===== src/rtl/delay_pkg.sv =====
// Shared definitions for the periodic delay-tick interface: monitor states,
// default generator terminal count and the tick spacing helper.
package delay_pkg;

  typedef enum logic {
    ACQUIRE,
    TRACK
  } state_t;

  localparam int DEFAULT_N     = 22500;
  localparam int DEFAULT_CBITS = 15;

  function automatic int period(input int n);
    return n + 1;
  endfunction

endpackage


===== src/rtl/delay_monitor.sv =====
// Receiving end of the delay-tick interface: verifies ticks arrive every N+1
// cycles, flags early and late ticks, and declares lock after a run of good ones.
module delay_monitor
  import delay_pkg::*;
#(
  parameter int N          = DEFAULT_N,
  parameter int CBITS      = DEFAULT_CBITS,
  parameter int LOCK_COUNT = 4,
  parameter int ERR_W      = 8
) (
  input  logic             clk,
  input  logic             rst,
  input  logic             sig,
  output logic             locked,
  output logic             err_early,
  output logic             err_late,
  output logic             fault,
  output logic [ERR_W-1:0] err_cnt,
  output logic [CBITS-1:0] phase
);

  localparam logic [CBITS-1:0] LAST_PHASE  = CBITS'(N);
  localparam logic [7:0]       LOCK_TARGET = 8'(LOCK_COUNT);
  localparam logic [ERR_W-1:0] ERR_MAX     = '1;

  state_t     state;
  logic [7:0] good_run;
  logic       early_hit;
  logic       late_hit;
  logic       good_hit;

  assign early_hit = (state == TRACK) && sig && (phase != LAST_PHASE);
  assign late_hit  = (state == TRACK) && !sig && (phase == LAST_PHASE);
  assign good_hit  = (state == TRACK) && sig && (phase == LAST_PHASE);

  // An early tick is discarded rather than used to resync; the next tick seen
  // in ACQUIRE becomes the new reference point.
  always_ff @(posedge clk) begin
    if (rst) begin
      state     <= ACQUIRE;
      phase     <= '0;
      good_run  <= '0;
      locked    <= 1'b0;
      err_early <= 1'b0;
      err_late  <= 1'b0;
      fault     <= 1'b0;
      err_cnt   <= '0;
    end else begin
      err_early <= early_hit;
      err_late  <= late_hit;
      if (early_hit || late_hit) begin
        state    <= ACQUIRE;
        phase    <= '0;
        good_run <= '0;
        locked   <= 1'b0;
        fault    <= 1'b1;
        if (err_cnt != ERR_MAX) begin
          err_cnt <= err_cnt + ERR_W'(1);
        end
      end else if (state == ACQUIRE) begin
        phase <= '0;
        if (sig) begin
          state    <= TRACK;
          good_run <= '0;
        end
      end else if (good_hit) begin
        phase <= '0;
        if (good_run < LOCK_TARGET) begin
          good_run <= good_run + 8'd1;
        end
        if (good_run >= LOCK_TARGET - 8'd1) begin
          locked <= 1'b1;
        end
      end else begin
        phase <= phase + CBITS'(1);
      end
    end
  end

endmodule


===== config.mk =====
export PLATFORM = sky130hd
export DESIGN_NAME = delay_monitor
export DESIGN_NICKNAME = d
export VERILOG_FILES = /design/src/rtl/delay_pkg.sv /design/src/rtl/delay_monitor.sv
export SDC_FILE = /design/constraint.sdc
export NUM_CORES = 1
export LEC_CHECK = 0
export CORE_MARGIN = 2
export CORE_UTILIZATION = 45
export DETAILED_ROUTE_END_ITERATION = 7
export PLACE_DENSITY = 0.76
export SLEW_MARGIN = 10
export SYNTH_ARGS = -nofsm -noshare
export SYNTH_HDL_FRONTEND = slang
export SYNTH_SLANG_ARGS = --single-unit

===== constraint.sdc =====
create_clock -name clk -period 2.9 [get_ports clk]
set_input_delay 0.435 -clock clk [delete_from_list [all_inputs] [get_ports clk]]
set_output_delay 0.435 -clock clk [all_outputs]
set_load 0.01 [all_outputs]

==> run summary, run 1 <==
=====================================================================================
Outcome                                                                  finished, final reports clean
Remaining antenna violation count after routing                                     0
Count of nets after finishing                                                     216
Number of clock buffers inserted by TritonCTS                                       5
Vias in the first global route                                                   1309
Dpl cells                                                                         250
Setup slack at placement                                                    0.7421 ns
Top-area cell type share of the netlist area                                   42.86%
Setup slack of the critical path after layout                               0.7209 ns
Crit path time final                                                         2.179 ns
Uppermost layer routed                                                           met4
Proportion of layout cells with a drive suffix above 1                         9.524%
Actual transition at the worst max-transition pin                           0.4932 ns
Maximum VDD drop                                                            0.3973 mV
Largest net degree at the start of global routing                                  21
Clock transition at the registers of the reported paths                       0.07 ns
Number of synthesized register bits                                                36
Number of rows created at floorplan                                                22
CTS tree                                                                         done
Top-Level Pins                                                                     30
Total number of clock tree sinks                                                   36
Last weighted congestion value of the routability-driven placer                0.7613
Y dimension of the die                                                       65.13 um
Fin Setup TNS                                                                    0 ns
Core ar.                                                                   3633 sq um
Number of vias after detailed routing                                            1342
Number of cells produced by synthesis                                             179
Number of max-slew violations in the final report                                   0
WL/cell                                                                      12.15 um
Area leader, netlist                                                     sky130_fd_sc_hd__dfxtp_1
Mean cell area of the mapped netlist                                      9.394 sq um
Clock latency on the worst-skew pair                                          0.29 ns
Initial Util                                                                   46.28%
Top achievable clock speed                                                  458.9 MHz
Startpoint kind of the worst setup timing path                                   flop
FF-to-FF path depth                                                                 7
Critical Path Fanout Max                                                            8
Worst hold path cell count                                                          1
Global-route wire length before repair                                       5.582 mm
HPWL after DPL                                                               2.184 mm
Max-cap check violation count                                                       0
Total length of routed met2 wires                                            1.488 mm
Number of antenna violations at the first check in global routing                   0
Most frequent cells in the layout                                        36 x sky130_fd_sc_hd__dfxtp_1, 29 x sky130_fd_sc_hd__clkdlybuf4s50_1, 28 x sky130_fd_sc_hd__nor2_1
Syn Nets                                                                          186
DIE AREA                                                                   4242 sq um
Gr ovfl total                                                                       0
Top cells by area, synth                                                 sky130_fd_sc_hd__dfxtp_1 43%, sky130_fd_sc_hd__nor2_1 6.3%, sky130_fd_sc_hd__xor2_1 5.7%
Layout Skew                                                               0.002265 ns
Number of instances resized during post-cts repair                                  0
Power per cell area                                                      470.4 nW/um^2
Final clock period utilization by the worst path                               75.14%
Leak                                                                     0.0007851 uW
Total of buffers placed on input and output ports                                  29
Final setup violation count                                                         0
Post-CTS setup repair buffer count                                                  0
Remaining max-slew budget at the tightest pin                                  67.12%
Clock root buffer                                                        sky130_fd_sc_hd__clkbuf_8
Final cell count without fillers                                                  258
Most frequent standard cell in the layout excluding fill and tap cells   sky130_fd_sc_hd__dfxtp_1
Number of warning messages in the yosys log                                         0
CTS H-Tree Depth                                                                    2
First-pass detailed-route iteration total                                           4
Maximum buffer depth of the clock tree                                              2
Count of unique library cells instantiated by Yosys                                41
Met3 wirelength from detailed routing                                          182 um
Initial DRC Count                                                                  64
Critical path class                                                      flop to flop
Area Overhead vs Synth                                                         25.30%
Post-cts hold buffer count                                                          0
Wire length reported by the detailed router                                  3.135 mm
Horizontal die dimension                                                     65.13 um
Post-Syn Area                                                              1682 sq um
Worst path arrival time                                                       2.36 ns
Req. time, crit path                                                          3.08 ns
Sequential-to-total area share from yosys stat                                 42.86%
Worst min path class                                                     flop to flop
DRC viols                                                                           0
Vias/cell                                                                       5.202
DRT met1 WL                                                                  1.413 mm
Global-route usage over all layers                                             16.93%
Number of hold-slack violations in the final timing report                          0
Setup repair after global routing missed its margin                                no
Worst Setup End Kind                                                             flop
Number of diodes                                                                    0
=====================================================================================
-- cells by family after synthesis --
group,synth area share (%)
and+or+nand+nor,27.68
AOI/OAI and AO/OA,8.705
muxes,4.539
DFF,42.86
adders and majority gates,2.976
xor gates and xnor gates,9.301
buffers and inverters,3.943
-- Yosys cell counts (all sizes together) --
cell,number
dfxtp,36
nor2,28
xor2,11
nand3,10
nand2,7
nor2b,7
and3,6
xnor2,6
a21oi,5
and2,5
nand4,5
a31oi,4
and4,4
buf,4
clkbuf,4
ha,4
inv,4
o21ai,4
mux2,3
mux2i,3
and3b,2
nand2b,2
nor3,2
nor4bb,2
o211ai,2
o21a,2
a21bo,1
a21boi,1
a21o,1
a311oi,1
a31o,1
nor4,1
or3,1
-- worst max-delay path, stage by stage (launching register included) --
cell	delay (ns)
sky130_fd_sc_hd__dfxtp_1	0.37
sky130_fd_sc_hd__inv_1	0.09
sky130_fd_sc_hd__ha_1	0.13
sky130_fd_sc_hd__nor4bb_2	0.34
sky130_fd_sc_hd__and4_4	0.36
sky130_fd_sc_hd__mux2i_4	0.31
sky130_fd_sc_hd__nand4_1	0.14
sky130_fd_sc_hd__mux2_1	0.32
-- state kept, by name, indices dropped and copies added (netlist names) --
name and flops:
err_cnt 8, fault 1, err_early 1, state 1, phase 15, good_run 8, err_late 1, locked 1
-- metal layers --
metal | GRT usage [%] | up-vias
li1 | - | 675
met1 | 19.98 | 631
met2 | 28.35 | 30
met3 | 5.993 | 6
met4 | 6.250 | 0
met5 | 0 | -
-- path summary, 6_finish.rpt --
kind	slack (ns)	startpoint	end
max	0.72	phase[0]	err_cnt[4]
min	0.47	good_run[5]	good_run[5]
max reg2reg	0.72	phase[0]	err_cnt[4]
min reg2reg	0.47	good_run[5]	good_run[5]
-- layout make-up --
type                    instances  area, sq um
clock buffers                   5        68.82
clock inverters                 3        42.54
fillers                       338         1526
inverters                       4        15.01
multi-input cells             131        894.6
flip-flops and latches         36        720.7
well taps                      48        60.06
repair buffers                 31        305.3
-- stage by stage --
step	utilization (%)	instance area, sq um	power, uW	hold slack (ns)
floorplan	-	1682	550.7	0.4305
global placement	54.92	1996	566.4	0.4462
detailed placement	54.92	1996	567.4	0.4457
CTS	57.99	2107	1002	0.4683
global route	57.99	2107	1032	0.4958
finish	57.99	2107	991.1	0.4660
-- where the power goes --
part | leakage [uW] | switching (uW) | internal, uW
sequential | 0.000291 | 7.95 | 499
combinational | 0.000440 | 26.2 | 22.8
clock | 0.0000541 | 181 | 254
(Power assumes the default switching activity.)
==> run 2, diff against run 1 <==
- PLACE_DENSITY: 0.76 -> 0.79
- clock period: 2.9 -> 2 ns (I/O delays scaled with it)
==> run 2 against run 1 <==
Compared with the run above:
- worst hold slack about the same
- via count increased by 3.9%
- highest routed layer unchanged
- critical endpoint unchanged
- clock power increased by 20%
- sequential share of layout area decreased by 1.9 points
- maximum frequency increased by 15%
- critical path type unchanged
- combinational power increased by 79%
- sequential power increased by 44%
- largest cell class unchanged
==> run summary, run 2 (synthesis results as in run 1) <==
=====================================================================================
Outcome                                                                  finished, final reports clean
Registers with the highest flip-flop counts                              phase (15), err_cnt (8), good_run (8)
Total number of clock tree sinks                                                   36
Capturing point of the worst reg2reg path                                  err_cnt[4]
Setup slack at placement                                                   0.01410 ns
Clock root buffer                                                        sky130_fd_sc_hd__clkbuf_8
Total power                                                                   1339 uW
Y dimension of the die                                                       65.13 um
Worst min path class                                                     flop to flop
Most frequent standard cell in the layout excluding fill and tap cells   sky130_fd_sc_hd__dfxtp_1
Number of max-slew violations in the final report                                   0
Critical path class                                                      flop to flop
Clock transition at the registers of the reported paths                       0.07 ns
Gr ovfl total                                                                       0
Fin Setup TNS                                                                    0 ns
Number of hold-slack violations in the final timing report                          0
Total of buffers placed on input and output ports                                  29
DIE AREA                                                                   4242 sq um
Core ar.                                                                   3633 sq um
Worst hold path cell count                                                          1
Post-layout util                                                               61.85%
Initial DRC Count                                                                  58
Proportion of layout cells with a drive suffix above 1                         18.75%
Sequential Area                                                           725.7 sq um
First-pass detailed-route iteration total                                           4
Maximum buffer depth of the clock tree                                              2
Biggest register                                                                phase
Top-Level Pins                                                                     30
Global-route usage over all layers                                             17.64%
Vias in the first global route                                                   1356
Clock latency on the worst-skew pair                                          0.29 ns
Number of antenna violations at the first check in global routing                   0
Remaining max-slew budget at the tightest pin                                  79.45%
Remaining antenna violation count after routing                                     0
Wire length reported by the detailed router                                  3.388 mm
Req. time, crit path                                                          2.18 ns
Initial Util                                                                   46.28%
Number of vias after detailed routing                                            1394
Startpoint kind of the worst setup timing path                                   flop
Top achievable clock speed                                                  526.8 MHz
Global-route wire length before repair                                       5.754 mm
Worst min-delay path startpoint                                           good_run[7]
FF-to-FF path depth                                                                 7
HPWL after DPL                                                               2.407 mm
Filler cell count in the final layout                                             343
CTS H-Tree Depth                                                                    2
DRC viols                                                                           0
Leak                                                                     0.0008621 uW
Count of nets after finishing                                                     230
Setup slack of the critical path after layout                               0.1018 ns
WL/cell                                                                      12.46 um
Maximum VDD drop                                                            0.3632 mV
End point of the most critical hold path                                  good_run[7]
Layout Skew                                                               0.002050 ns
Reg2reg start                                                                phase[1]
Final setup violation count                                                         0
Power per cell area                                                      595.9 nW/um^2
Largest register FFs                                                               15
Total area of multi-input combinational cells                             945.9 sq um
Area Overhead vs Synth                                                         33.63%
Number of clock buffers inserted by TritonCTS                                       5
Last weighted congestion value of the routability-driven placer                0.8029
Number of diodes                                                                    0
Actual transition at the worst max-transition pin                           0.3050 ns
Final clock period utilization by the worst path                               94.91%
CTS tree                                                                         done
Max-cap check violation count                                                       0
Setup repair after global routing missed its margin                                no
Horizontal die dimension                                                     65.13 um
Number of rows created at floorplan                                                22
Post-cts hold buffer count                                                          0
Worst path arrival time                                                       2.07 ns
Vias/cell                                                                       5.125
Worst Setup End Kind                                                             flop
Critical Path Fanout Max                                                            6
Crit path time final                                                         1.898 ns
R2r setup slk                                                                 0.10 ns
Largest net degree at the start of global routing                                  20
Most frequent cells in the layout                                        34 x sky130_fd_sc_hd__dfxtp_1, 29 x sky130_fd_sc_hd__clkdlybuf4s50_1, 28 x sky130_fd_sc_hd__nor2_1
=====================================================================================
==> run 2: changes by cell type in the layout (fill, tap and decap cells not counted), sizes merged <==
cell,delta
buf,+14
clkinvlp,-1
clkbuf,+3
bufinv,-1
clkinv,-1
==> run 2: metrics by stage <==
| stage | cell area, sq um | hold slack [ns] | instances |
|---|---|---|---|
| floorplan | 1693 | 0.4305 | 179 |
| CTS | 2180 | 0.4661 | 269 |
| finish | 2247 | 0.4664 | 272 |
| global route | 2247 | 0.4943 | 272 |
| detailed placement | 2090 | 0.4505 | 261 |
| global placement | 2090 | 0.4441 | 261 |
==> run 2: what timing repair did <==
| action | CTS | global route |
|---|---|---|
| setup buffers | 0 | 3 |
| gates resized for setup | 0 | 12 |
| endpoints found under the setup margin | 0 | 4 |
==> run 2: power breakdown <==
part / switching, uW / total, uW / internal [uW]
clock: 242 / 522 / 281
combinational: 47.1 / 87.8 / 40.7
sequential: 5.59 / 729 / 723
==> run 2: area by class of cell <==
type                            count  area share, %
Multi-Input combinational cell    131          42.09
Sequential cell                    36          32.29
Timing Repair Buffer               45          18.26
Clock buffer                        8          4.009
Tap cell                           48          2.673
Inverter                            4         0.6682
==> run 2: worst max path at each step <==
stage	start	endpoint	slack, ns
final	phase[1]	err_cnt[4]	0.10
after global routing	phase[1]	err_cnt[7]	0.02
after CTS	phase[1]	err_cnt[5]	0.007
after detailed placement	phase[1]	err_cnt[5]	0.01
after global placement	phase[1]	err_cnt[7]	0.1
after floorplan	phase[10]	err_cnt[4]	0.05
==> run 2: per-layer routing <==
metal / GRT usage (%) / wire, um / vias up
met5: 0 / 0 / -
met4: 7.813 / 61 / 0
met3: 5.308 / 153 / 6
met2: 31.31 / 1628 / 30
met1: 19.42 / 1544 / 655
li1: - / - / 703
==> run 2: worst max-delay path: stages (launching register included) <==
cell and delay (ns):
sky130_fd_sc_hd__dfxtp_4 0.35, sky130_fd_sc_hd__inv_2 0.06, sky130_fd_sc_hd__ha_4 0.12, sky130_fd_sc_hd__nor4bb_4 0.20, sky130_fd_sc_hd__and4_4 0.34, sky130_fd_sc_hd__mux2i_4 0.26
sky130_fd_sc_hd__nand4_1 0.14, sky130_fd_sc_hd__mux2_4 0.32
